<file path="config.mk">
export PLATFORM = sky130hd
export DESIGN_NAME = rr_hold_arbiter
export DESIGN_NICKNAME = d
export VERILOG_FILES = /design/src/rtl/rr_hold_arbiter.sv
export SDC_FILE = /design/constraint.sdc
export NUM_CORES = 1
export LEC_CHECK = 0
export BUFFER_PORTS_ARGS = -buffer_cell sky130_fd_sc_hd__buf_2
export CORE_ASPECT_RATIO = 1.25
export CORE_MARGIN = 4
export CORE_UTILIZATION = 25
export CTS_BUF_LIST = sky130_fd_sc_hd__clkbuf_8 sky130_fd_sc_hd__clkbuf_16
export DETAILED_ROUTE_END_ITERATION = 8
export HOLD_SLACK_MARGIN = 0.15
export PLACE_DENSITY = 0.42
export SLEW_MARGIN = 20
export SYNTH_ARGS = -nofsm -noshare
export SYNTH_HDL_FRONTEND = slang
export SYNTH_SLANG_ARGS = --single-unit
</file>
<file path="constraint.sdc">
create_clock -name clock -period 1.6 [get_ports clock]
set_input_delay 0.16 -clock clock [delete_from_list [all_inputs] [get_ports clock]]
set_output_delay 0.16 -clock clock [all_outputs]
set_load 0.005 [all_outputs]
</file>
<file path="src/rtl/rr_hold_arbiter.sv">
// rr_hold_arbiter: four-agent round-robin arbiter with bounded grant hold.
//
// An owner keeps its grant while its request stays high. Once it has held for MAX_HOLD
// cycles and another agent is waiting, the grant is forcibly released and timeout pulses.
// Every release is followed by exactly one GAP cycle with all grants low. During that
// cycle the arbiter already picks the next owner, so the next grant rises one cycle later.
//
// Parameters
//   MAX_HOLD  maximum grant length while another agent waits (1..15)
//   HOLD_W    hold counter width; MAX_HOLD must be <= 2^HOLD_W-1
// Ports
//   clock          rising-edge clock
//   reset          synchronous active-high reset
//   req_0..req_3   level-held requests from agents 0..3
//   gnt_0..gnt_3   registered one-hot (or all-zero) grants
//   owner          index of the granted agent, valid while busy=1, held otherwise
//   busy           OR of the grants
//   timeout        one-cycle registered pulse marking a forced release
module rr_hold_arbiter #(
  parameter int unsigned MAX_HOLD = 8,
  parameter int unsigned HOLD_W   = 4
) (
  input  logic       clock,
  input  logic       reset,
  input  logic       req_0,
  input  logic       req_1,
  input  logic       req_2,
  input  logic       req_3,
  output logic       gnt_0,
  output logic       gnt_1,
  output logic       gnt_2,
  output logic       gnt_3,
  output logic [1:0] owner,
  output logic       busy,
  output logic       timeout
);

  localparam logic [1:0] StIdle  = 2'd0;
  localparam logic [1:0] StGrant = 2'd1;
  localparam logic [1:0] StGap   = 2'd2;

  localparam logic [HOLD_W-1:0] HoldMax = HOLD_W'(MAX_HOLD);
  localparam logic [HOLD_W-1:0] HoldOne = HOLD_W'(1);

  logic [1:0]        r_state;
  logic [3:0]        r_gnt;
  logic [1:0]        r_owner;
  logic [1:0]        r_last;
  logic [HOLD_W-1:0] r_hold;
  logic              r_timeout;

  logic [1:0]        w_state_d;
  logic [3:0]        w_gnt_d;
  logic [1:0]        w_owner_d;
  logic [1:0]        w_last_d;
  logic [HOLD_W-1:0] w_hold_d;
  logic              w_timeout_d;

  logic [3:0]        w_req;
  logic [1:0]        w_pick;
  logic              w_found;
  logic              w_owner_req;
  logic              w_others;
  logic              w_hold_max;

  assign w_req       = {req_3, req_2, req_1, req_0};
  assign w_owner_req = w_req[r_owner];
  assign w_others    = |(w_req & ~(4'b0001 << r_owner));
  assign w_hold_max  = (r_hold == HoldMax);

  // Search last+1 .. last+4 (mod 4); the previous owner is considered last.
  always_comb begin
    logic [1:0] w_idx;
    w_pick  = 2'd0;
    w_found = 1'b0;
    w_idx   = 2'd0;
    for (int k = 1; k <= 4; k++) begin
      w_idx = r_last + 2'(k);
      if (!w_found && w_req[w_idx]) begin
        w_pick  = w_idx;
        w_found = 1'b1;
      end
    end
  end

  always_comb begin
    w_state_d   = r_state;
    w_gnt_d     = r_gnt;
    w_owner_d   = r_owner;
    w_last_d    = r_last;
    w_hold_d    = r_hold;
    w_timeout_d = 1'b0;
    case (r_state)
      StIdle, StGap: begin
        if (w_found) begin
          w_state_d = StGrant;
          w_gnt_d   = 4'b0001 << w_pick;
          w_owner_d = w_pick;
          w_last_d  = w_pick;
          w_hold_d  = HoldOne;
        end else begin
          w_state_d = StIdle;
          w_gnt_d   = 4'b0000;
        end
      end
      StGrant: begin
        // Owner dropping wins over the forced-release condition: no timeout then.
        if (!w_owner_req) begin
          w_state_d = StGap;
          w_gnt_d   = 4'b0000;
        end else if (w_hold_max && w_others) begin
          w_state_d   = StGap;
          w_gnt_d     = 4'b0000;
          w_timeout_d = 1'b1;
        end else if (!w_hold_max) begin
          w_hold_d = r_hold + HoldOne;
        end
      end
      default: begin
        w_state_d = StIdle;
        w_gnt_d   = 4'b0000;
      end
    endcase
  end

  always_ff @(posedge clock) begin
    if (reset) begin
      r_state   <= StIdle;
      r_gnt     <= 4'b0000;
      r_owner   <= 2'd0;
      r_last    <= 2'd3;
      r_hold    <= '0;
      r_timeout <= 1'b0;
    end else begin
      r_state   <= w_state_d;
      r_gnt     <= w_gnt_d;
      r_owner   <= w_owner_d;
      r_last    <= w_last_d;
      r_hold    <= w_hold_d;
      r_timeout <= w_timeout_d;
    end
  end

  assign gnt_0   = r_gnt[0];
  assign gnt_1   = r_gnt[1];
  assign gnt_2   = r_gnt[2];
  assign gnt_3   = r_gnt[3];
  assign owner   = r_owner;
  assign busy    = |r_gnt;
  assign timeout = r_timeout;

endmodule

</file>
==> results.md, run 1 <==
- # clock sinks: 15
- Nets: 116
- Primary FF master, synth: dfxtp_1
- Initial core utilization: between 20% and 30%
- CTS H-tree depth: 1
- Post-synth EDFFs: 0
- Relative slew slack: 58.6%
- Vias per std cell: 4.86
- Final min period: 1.56 ns
- Seq/Total Area, Yosys: 39.9%
- Initial antenna violation count: 0
- Worst EP arrival: around 1.7 ns
- Antenna viol nets, final: 0
- DR pass1 iterations: 4
- Setup Viol. Count Final: 0
- Post-placement cell count: ~140
- Num CTS Buffers: 3
- Yosys cell types: 37
- Die area: 3960 um2
- Min setup slack post-route: ~0.04 ns
- Routed vias: 695
- Placeable Area: between 2000 and 3000 um2
- Critical-path maximum fanout: 3
- Maximum clock rate: 641 MHz
- Final Cycle Share: 97.5%
- Synth async-reset ratio: 0%
- Number of global-route vias before repair: 668
- CTS Buffer Depth: 2
- Startpoint class of the critical path: flip-flop
- Antenna cells: 0
- Largest net degree at the start of global routing: 18
- Crit end category: flip-flop
- TritonCTS clock tree: yes
- Worst vdd ir: 0.000345 V
- Place WS: a little under 0.05 ns
- First-pass GRT wire length: a little over 3 mm
- CTS clk-pin slew, worst paths: around 0.060 ns
- Hold Crit Class: input pin to flip-flop
- Seq cells post-synth: 15
- Avg WL per Cell: approximately 13 um
- Global route overflow: 0
- CP required: around 1.8 ns
- # IOs: 14
- Max-cap violation count: 0
- DP Wirelength: 1.33 mm
- Non-filler cells, final: around 140
- Crit Path Class: flip-flop to flip-flop
- Ratio of cells with drive above 1 in the final layout: a little over a third
- Total power: approximately 0.96 mW
- Die Y: 69.4 um
- Gr usage total: 9.80%
- Port bufs: 13
- Post-Syn Nets: around 90
- Post-synthesis area per instance: between 8 and 9 um2
- Root Driver: clkbuf_8
- Initial drt markers: 18
- Cell area after synthesis: ~750 um2
- Chip width: 57.1 um
- Fill cells: 339
- Worst-skew pair later-pin latency: 0.24 ns
- Final Skew: between 0.002 and 0.003 ns
- Fin. Hold Viols: 0
- Run status: complete, no violations
- Area Overhead vs Synth: 32.1%
- DRC Markers: 0
- Row count: 22
- Worst-Margin Slew: between 0.6 and 0.7 ns
- Leakage power total: 0.424 nW
- Routed WL: 1.81 mm
- Routability congestion estimate: approximately 0.7
- Gate Count Post-Synth: 84
- Pins over their slew limit: 0
- Ys Warns: 0
- PwrDens: about 970 nW/um2
-- synthesized netlist by cell type (2+ instances only) --
master    count  area, um2
a21oi_1       6       30.0
dfxtp_1      15        300
ha_1          2       25.0
inv_1         4       15.0
mux2i_1       3       30.0
nand2_1       3       11.3
nand2b_1      3       18.8
nand3_1       2       10.0
nor2_1       10       37.5
nor2b_1       2       12.5
nor3_1        5       25.0
o32ai_1       2       17.5
or2_2         2       12.5
xor2_1        2       17.5
-- final timing paths --
path | start | end | slack, ns | cells past startpoint
setup / recovery | owner[0] | r_hold[1] | 0.04 | 4
hold / removal | reset | r_gnt[3] | 0.28 | 2
setup reg to reg | owner[0] | r_hold[1] | 0.04 | 4
hold reg to reg | r_gnt[0] | r_gnt[0] | 0.49 | 2
-- flip-flops by register name, summed over array words and instances (netlist names) --
signal	count
timeout	1
r_hold	4
owner	2
r_state	2
r_last	2
r_gnt	4
-- where the power goes --
group	switching, mW	total [mW]	internal, mW
sequential	0.0236	0.428	0.405
combinational	0.118	0.237	0.119
clock	0.127	0.297	0.169
-- per-layer routing --
metal | global-route usage, % | vias up | share of wire (%)
li1 | - | 353 | -
met1 | 12.2 | 331 | 45
met2 | 15.8 | 9 | 51
met3 | 1.68 | 2 | 2.4
met4 | 5.41 | 0 | 1.5
met5 | 0 | - | 0
-- area by class of cell --
| class | count | area, um2 | share of cell area, % |
|---|---|---|---|
| multi-input combinational | 63 | 462 | 46.4 |
| sequential | 15 | 303 | 30.4 |
| timing repair buffer | 21 | 125 | 12.6 |
| tap | 36 | 45.0 | 4.53 |
| clock buffer | 3 | 41.3 | 4.15 |
| inverter | 4 | 15.0 | 1.51 |
| clock inverter | 1 | 3.75 | 0.377 |
-- kinds of logic (layout without fill, tap and decap cells) --
kind of cell	Yosys count	in the layout	share of synthesized area [%]
AND/OR/NAND/NOR	36	36	26.4
AO/OA/AOI/OAI	19	19	18.1
flip-flops	15	15	39.9
buffers and inverters	6	29	2.99
multiplexers	4	4	6.98
adder cells (fa/ha/maj)	2	2	3.32
XOR/XNOR	2	2	2.33
-- layout by cell type (no fill, tap or decap), drive strengths merged, types with 3 or more instances in the layout --
master	synthesis	routed
mux2i	3	3
a21oi	7	7
dfxtp	15	15
nand2	3	3
inv	4	5
nor2	10	10
clkbuf	1	3
nor3	5	5
buf	1	21
nand2b	3	3
-- critical path, stage by stage, from the launching register on --
cell and delay [ns]:
dfxtp_2 0.33, mux4_2 0.52, and3_4 0.20, or3_4 0.32, a21oi_2 0.12
-- metrics by stage --
step                      TNS [ns]  hold slack (ns)  cell area, um2  util, %
after floorplan                  0            0.436             758        -
after global placement           0            0.475             898     30.8
after detailed placement         0            0.485             898     30.8
after CTS                        0            0.277             943     32.3
after global routing       -0.0260            0.309             995     34.1
final                            0            0.281             995     34.1
-- timing repair --
item,CTS,global route
setup endpoints to repair,0,4
buffers inserted,0,3
gates resized for setup,0,6
hold buffers,0,0
No activity file was read; power rests on OpenSTA's default activity.
==> run 2: changes to the inputs <==
==> constraint.sdc (replaced) <==
create_clock -name clock -period 1.6 [get_ports clock]
set_input_delay 0.08 -clock clock [delete_from_list [all_inputs] [get_ports clock]]
set_output_delay 0.08 -clock clock [all_outputs]
set_load 0.005 [all_outputs]
==> run 2 against run 1 <==
Against the previous run: global-route usage up 0.16 points; sequential share of layout area up 0.31 points; die area unchanged; first-iteration DRC count down 17%; via count down 0.14%; routed wire length up 1.2%; power up 0.43%; non-clock buffer count down 1; fmax about the same; core utilization down 0.34 points; cell count down 0.70%; clock power about the same; largest cell class unchanged; highest routed layer unchanged.
==> results.md, run 2 (synthesis gave the netlist of run 1 again) <==
- Run status: complete, no violations (unchanged)
- Setup Viol. Count Final: 0 (unchanged)
- Max-cap violation count: 0 (unchanged)
- Row count: 22 (unchanged)
- CTS H-tree depth: 1 (unchanged)
- Num CTS Buffers: 3 (unchanged)
- CTS Buffer Depth: 2 (unchanged)
- Crit end category: flip-flop (unchanged)
- Pins over their slew limit: 0 (unchanged)
- Pint: 0.696 mW (was 0.693 mW)
- Number of global-route vias before repair: 712 (was 668)
- Crit-path slowest cell: mux4_2 (unchanged)
- Slowest stage delay, CP: 0.52 ns (about the same)
- Die Y: 69.4 um (unchanged)
- Placeable Area: 2920 um2 (unchanged)
- Combinational share of power: 25.0% (was 24.6%)
- First-pass GRT wire length: 3.12 mm (was 3.10 mm)
- DRC Markers: 0 (unchanged)
- Commonest non-fill, non-tap cells in the layout: 13 x buf_2, 13 x dfxtp_1, 10 x nor2_1 (unchanged)
- Clock Power Share: 30.6% (was 30.9%)
- Largest net degree at the start of global routing: 18 (unchanged)
- Area Overhead vs Synth: 30.7% (was 32.1%)
- Critical-path maximum fanout: 4 (was 3)
- Worst flop-to-flop path endpoint: r_hold[1] (unchanged)
- Hold_buf cts: 0 (unchanged)
- P_sw: 0.270 mW (about the same)
- Worst EP arrival: 1.74 ns (about the same)
- Fill cells: 347 (was 339)
- Maximum clock rate: 641 MHz (about the same)
- Fin. Hold Viols: 0 (unchanged)
- Initial core utilization: 25.8% (unchanged)
- Antenna cells: 0 (unchanged)
- CP required: 1.78 ns (about the same)
- Initial drt markers: 15 (was 18)
- Capture point of the worst path: r_hold[1] (unchanged)
- Antenna viol nets, final: 0 (unchanged)
- Net Sw Frac: 27.9% (was 28.0%)
- Worst-skew pair later-pin latency: 0.24 ns (about the same)
- Port bufs: 13 (unchanged)
- CTS clk-pin slew, worst paths: 0.06 ns (about the same)
- Root Driver: clkbuf_8 (unchanged)
- Routed WL: 1.84 mm (was 1.81 mm)
- Final min period: 1.56 ns (about the same)
- Sequential Power Share: 44.4% (was 44.5%)
- DR pass1 iterations: 4 (unchanged)
- Largest registers: r_gnt: 4 flops, r_hold: 4 flops (unchanged)
- Worst Path Buf+Inv: 0 (unchanged)
- TritonCTS clock tree: yes (unchanged)
- Worst hold path depth: 2 (unchanged)
- Ratio of cells with drive above 1 in the final layout: 35.8% (was 35.5%)
- Initial antenna violation count: 0 (unchanged)
- Gr usage total: 9.97% (was 9.80%)
- Reg-to-Reg Start: owner[0] (unchanged)
- Startpoint class of the critical path: flip-flop (unchanged)
- Total power: 0.966 mW (was 0.962 mW)
- PwrDens: 981 nW/um2 (was 967 nW/um2)
- Crit-path cells: mux4_2, and3_4, or3_4, a21oi_2 (unchanged)
- Reg-to-reg slack, setup: 0.04 ns (about the same)
- Global route overflow: 0 (unchanged)
- Hold Crit Class: input pin to flip-flop (unchanged)
- Leakage power total: 0.420 nW (was 0.424 nW)
- Crit Path Class: flip-flop to flip-flop (unchanged)
- Avg WL per Cell: 12.9 um (was 12.7 um)
- Chip width: 57.1 um (unchanged)
- RSZ-0062 raised after global routing: true
- Critical Path Start: owner[0] (unchanged)
- DP Wirelength: 1.36 mm (was 1.33 mm)
- # IOs: 14 (unchanged)
- Worst vdd ir: 0.000387 V (was 0.000345 V)
- Final Skew: 0.00169 ns (was 0.00284 ns)
- Vias per std cell: 4.89 (was 4.86)
- Util after Layout: 33.7% (was 34.1%)
- Worst-Margin Slew: 0.307 ns (was 0.622 ns)
- Final Cycle Share: 97.5% (about the same)
- Relative slew slack: 79.5% (was 58.6%)
- Nets: 115 (was 116)
- Routability congestion estimate: 0.718 (was 0.716)
- Crit-path leading delay family: multiplexers (unchanged)
- # clock sinks: 15 (unchanged)
- Die area: 3960 um2 (unchanged)
- Routed vias: 694 (was 695)
- Crit path depth: 4 (unchanged)
- R2r worst-path depth: 4 (unchanged)
run 2: cell type report:
cell class                      count  area, um2  area share (%)
Clock inverter                      1       3.75           0.381
Tap cell                           36       45.0            4.57
Multi-Input combinational cell     63        459            46.6
Sequential cell                    15        303            30.7
Inverter                            4       15.0            1.52
Clock buffer                        3       41.3            4.19
Timing Repair Buffer               20        118            11.9
run 2: how the worst min path moves through the flow:
stage	from	endpoint	slack [ns]
after global placement	reset	owner[1]	0.45
after CTS	reset	r_gnt[3]	0.20
after floorplan	req_3	r_gnt[3]	0.36
after detailed placement	reset	r_gnt[3]	0.45
after global routing	reset	r_gnt[3]	0.21
final	reset	owner[1]	0.19
run 2: timing repair:
action                                  CTS  global route
setup buffers                             0             1
resized for setup                         0             6
endpoints found under the setup margin    0             5
hold endpoints to repair                  0             0
run 2: through the flow:
step	hold WS, ns	area [um2]	setup TNS, ns	cells	worst slack [ns]
after CTS	0.196	951	0	141	0.0159
after floorplan	0.356	758	0	84	0.0344
after global placement	0.447	906	0	137	0.0593
after global routing	0.208	985	-0.0452	142	-0.0406
final	0.193	985	0	142	0.0403
after detailed placement	0.448	906	0	137	0.0215
run 2: worst reg2reg max path: stages, from the launching register on:
cell and delay [ns]:
dfxtp_2 0.34, mux4_2 0.52, and3_4 0.20, or3_4 0.32, a21oi_2 0.11
run 2: layer usage:
layer	wire length (um)	global-route usage, %	vias to the layer above
met1	769	11.6	328
met4	30	4.64	0
li1	-	-	347
met3	57	2.23	4
met5	0	0	-
met2	977	16.9	15
run 2: power by group through the flow:
stage / logic, mW / clock network [mW] / registers [mW]
finish: 0.241 / 0.296 / 0.429
global route: 0.271 / 0.328 / 0.432
CTS: 0.226 / 0.308 / 0.428
detailed placement: 0.225 / 0 / 0.437
global placement: 0.225 / 0 / 0.436
floorplan: 0.128 / 0 / 0.439
==> run 3: changes to the inputs <==
--- a/config.mk
+++ b/config.mk
@@ -5,6 +5,7 @@
 export SDC_FILE = /design/constraint.sdc
 export NUM_CORES = 1
 export LEC_CHECK = 0
+export ABC_AREA = 1
 export BUFFER_PORTS_ARGS = -buffer_cell sky130_fd_sc_hd__buf_2
 export CORE_ASPECT_RATIO = 1.25
 export CORE_MARGIN = 4
@@ -12,7 +13,7 @@
 export CTS_BUF_LIST = sky130_fd_sc_hd__clkbuf_8 sky130_fd_sc_hd__clkbuf_16
 export DETAILED_ROUTE_END_ITERATION = 8
 export HOLD_SLACK_MARGIN = 0.15
-export PLACE_DENSITY = 0.42
+export PLACE_DENSITY_LB_ADDON = 0.25
 export SLEW_MARGIN = 20
 export SYNTH_ARGS = -nofsm -noshare
 export SYNTH_HDL_FRONTEND = slang
==> run 3 against run 2 <==
Against the previous run: cell count up 58%; power rose to 2.7 times the previous value; first-iteration DRC count rose to 3.9 times the previous value; largest cell class unchanged; largest power group is now combinational logic.
==> results.md, run 3 <==
- Gr usage total: 9.08% (was 9.97%)
- Setup Viol. Count Final: 0 (unchanged)
- Post-synthesis area per instance: 7.04 um2 (was 8.97 um2)
- Hold_buf cts: 0 (unchanged)
- Avg WL per Cell: 10.0 um (was 12.9 um)
- Crit-path slowest cell: dfxtp_2 (was mux4_2)
- Post-synthesis simple-gate area fraction: 45.9% (was 26.4%)
- Area share of the largest cell type after synthesis: 29.0% (was 39.9%)
- Fin. Hold Viols: 0 (unchanged)
- Max-cap violation count: 0 (unchanged)
- Crit-path cells: buf_12, nand2_1, nand2_4, nand2_4, nand2_4, nor2_4, nand3_2, nand2_4, nand2_4, a21oi_1, nor2_1 (was mux4_2, and3_4, or3_4, a21oi_2)
- Non-filler cells, final: 224 (was 142)
- Final Skew: 0.00346 ns (was 0.00169 ns)
- Initial antenna violation count: 0 (unchanged)
- Startpoint class of the critical path: flip-flop (unchanged)
- Worst-skew pair later-pin latency: 0.25 ns (was 0.24 ns)
- Antenna cells: 0 (unchanged)
- Chip width: 65.5 um (was 57.1 um)
- Post-synth EDFFs: 0 (unchanged)
- Synth area leader: dfxtp_1 (unchanged)
- Global route overflow: 0 (unchanged)
- RSZ-0062 raised after global routing: true (unchanged)
- Synth async-reset ratio: 0% (unchanged)
- Primary FF master, synth: dfxtp_1 (unchanged)
- Ratio of cells with drive above 1 in the final layout: 39.4% (was 35.8%)
- Critical path's most frequent cell: nand2_4
- TritonCTS clock tree: yes (unchanged)
- Gate Count Post-Synth: 147 (was 84)
- Post-Syn Nets: 155 (was 92)
- Antenna viol nets, final: 0 (unchanged)
- Area share of fa/ha/maj cells after synthesis: 2.42% (was 3.32%)
- Slowest stage delay, CP: 0.32 ns (was 0.52 ns)
- CTS clk-pin slew, worst paths: 0.06 ns (about the same)
- Yosys cell types: 32 (was 37)
- Pins over their slew limit: 0 (unchanged)
- Place WS: 0.0590 ns (was 0.0215 ns)
- Relative slew slack: 81.8% (was 79.5%)
- CTS Buffer Depth: 2 (unchanged)
- Seq/Total Area, Yosys: 29.0% (was 39.9%)
- Area contributors post-synth: dfxtp_1 29%, nand2_1 15%, nand2_4 8.7% (was dfxtp_1 40%, nor2_1 5.0%, a21oi_1 4.0%)
- Largest net degree at the start of global routing: 13 (was 18)
- Post-Synth XOR/XNOR Area: 0% (was 2.33%)
- Post-cts resize count: 0 (unchanged)
- Commonest non-fill, non-tap cell in the layout: nand2_1
- Worst-Margin Slew: 0.273 ns (was 0.307 ns)
- Cell area after synthesis: 1030 um2 (was 753 um2)
- Post-synthesis mux area share: 0.967% (was 6.98%)
- Final min period: 1.51 ns (was 1.56 ns)
- Final Instance Area: 1320 um2 (was 985 um2)
- Crit Path Class: flip-flop to flip-flop (unchanged)
- DP Wirelength: 1.76 mm (was 1.36 mm)
- First-pass GRT wire length: 3.75 mm (was 3.12 mm)
- Initial drt markers: 59 (was 15)
- Synth Area in Compound Gates: 11.5% (was 18.1%)
- Routed WL: 2.24 mm (was 1.84 mm)
- Worst EP arrival: 1.65 ns (was 1.74 ns)
- Routability congestion estimate: 0.782 (was 0.718)
- Critical-path maximum fanout: 8 (was 4)
- Row count: 25 (was 22)
- CP required: 1.74 ns (was 1.78 ns)
- Num CTS Buffers: 3 (unchanged)
- Crit end category: flip-flop (unchanged)
- # IOs: 14 (unchanged)
- PwrDens: 1980 nW/um2 (was 981 nW/um2)
- Ys Warns: 0 (unchanged)
- Placeable Area: 3880 um2 (was 2920 um2)
- Maximum clock rate: 663 MHz (was 641 MHz)
- Leakage power total: 0.623 nW (was 0.420 nW)
- Seq cells post-synth: 15 (unchanged)
- Root Driver: clkbuf_8 (unchanged)
- Area Overhead vs Synth: 27.6% (was 30.7%)
- Final Cycle Share: 94.3% (was 97.5%)
- Hold Crit Class: input pin to flip-flop (unchanged)
- Largest registers: r_gnt: 4 flops, r_hold: 4 flops (unchanged)
- Post-DP Area: 1220 um2 (was 906 um2)
- Vias per std cell: 4.24 (was 4.89)
- Routed vias: 950 (was 694)
- Run status: complete, no violations (unchanged)
- Number of global-route vias before repair: 901 (was 712)
- DR pass1 iterations: 4 (unchanged)
- Min setup slack post-route: 0.0915 ns (was 0.0403 ns)
- Largest family of logic cells by synthesized area: simple AND/OR/NAND/NOR gates (unchanged)
- Nets: 179 (was 115)
- Initial core utilization: 26.7% (was 25.8%)
- Most frequent cells after synthesis: 41 x nand2_1, 15 x dfxtp_1, 14 x inv_1 (was 15 x dfxtp_1, 10 x nor2_1, 6 x a21oi_1)
- Commonest non-fill, non-tap cells in the layout: 39 x nand2_1, 14 x inv_1, 13 x buf_2 (was 13 x buf_2, 13 x dfxtp_1, 10 x nor2_1)
- Port bufs: 13 (unchanged)
- CTS H-tree depth: 1 (unchanged)
- Count leader, synth: nand2_1 (was dfxtp_1)
- # clock sinks: 15 (unchanged)
- Die Y: 79.9 um (was 69.4 um)
- Worst vdd ir: 0.000582 V (was 0.000387 V)
- Post-CTS Setup Inserts: 0 (unchanged)
- Util after Layout: 34.0% (was 33.7%)
- DRC Markers: 0 (unchanged)
- Post-placement cell count: 220 (was 137)
- Die area: 5240 um2 (was 3960 um2)
-- run 3: kinds of logic after synthesis --
family                   after synthesis
AND/OR/NAND/NOR                       87
buffers and inverters                 22
AO/OA/AOI/OAI                         20
adder cells (fa/ha/maj)                2
multiplexers                           1
flip-flops                            15
-- run 3: worst paths after layout --
check,start,depth (start not counted),endpoint,slack [ns]
max,r_last[0],11,r_hold[3],0.09
min,reset,2,owner[0],0.17
max reg2reg,r_last[0],11,r_hold[3],0.09
min reg2reg,r_state[1],1,r_state[1],0.42
-- run 3: per-layer routing --
metal / up-vias / global-route usage [%] / share of wire [%]
met5: - / 0 / 0
met4: 0 / 4.36 / 0.85
met3: 2 / 1.55 / 4.1
li1: 512 / - / -
met1: 419 / 11.0 / 45
met2: 17 / 15.3 / 50
-- run 3: stage by stage --
| step | TNS (ns) | hold WS (ns) | power (mW) |
|---|---|---|---|
| 2_1_floorplan | 0 | 0.224 | 1.79 |
| 3_3_place_gp | 0 | 0.413 | 2.24 |
| 3_5_place_dp | 0 | 0.412 | 2.22 |
| 4_1_cts | 0 | 0.178 | 2.54 |
| 5_1_grt | -0.0850 | 0.193 | 2.88 |
| 6_report | 0 | 0.169 | 2.62 |
-- run 3: cell type report --
cell class	count	area [um2]
Fill cell	457	2560
Multi-Input combinational cell	110	677
Sequential cell	15	304
Timing Repair Buffer	22	145
Inverter	19	81.3
Tap cell	54	67.6
Clock buffer	3	41.3
Clock inverter	1	3.75
-- run 3: power breakdown --
part,switching [mW],internal [mW],total (mW),leakage [nW]
combinational,1.02,0.700,1.72,0.473
clock,0.133,0.170,0.303,0.0269
sequential,0.0927,0.504,0.597,0.123
-- run 3: worst max-delay path, delay by kind of cell, from the launching register on --
| kind | cells | cell delay (ns) |
|---|---|---|
| AOI/OAI and AO/OA | 1 | 0.13 |
| and+or+nand+nor | 9 | 0.82 |
| buffers and inverters | 1 | 0.13 |
| DFF | 1 | 0.32 |
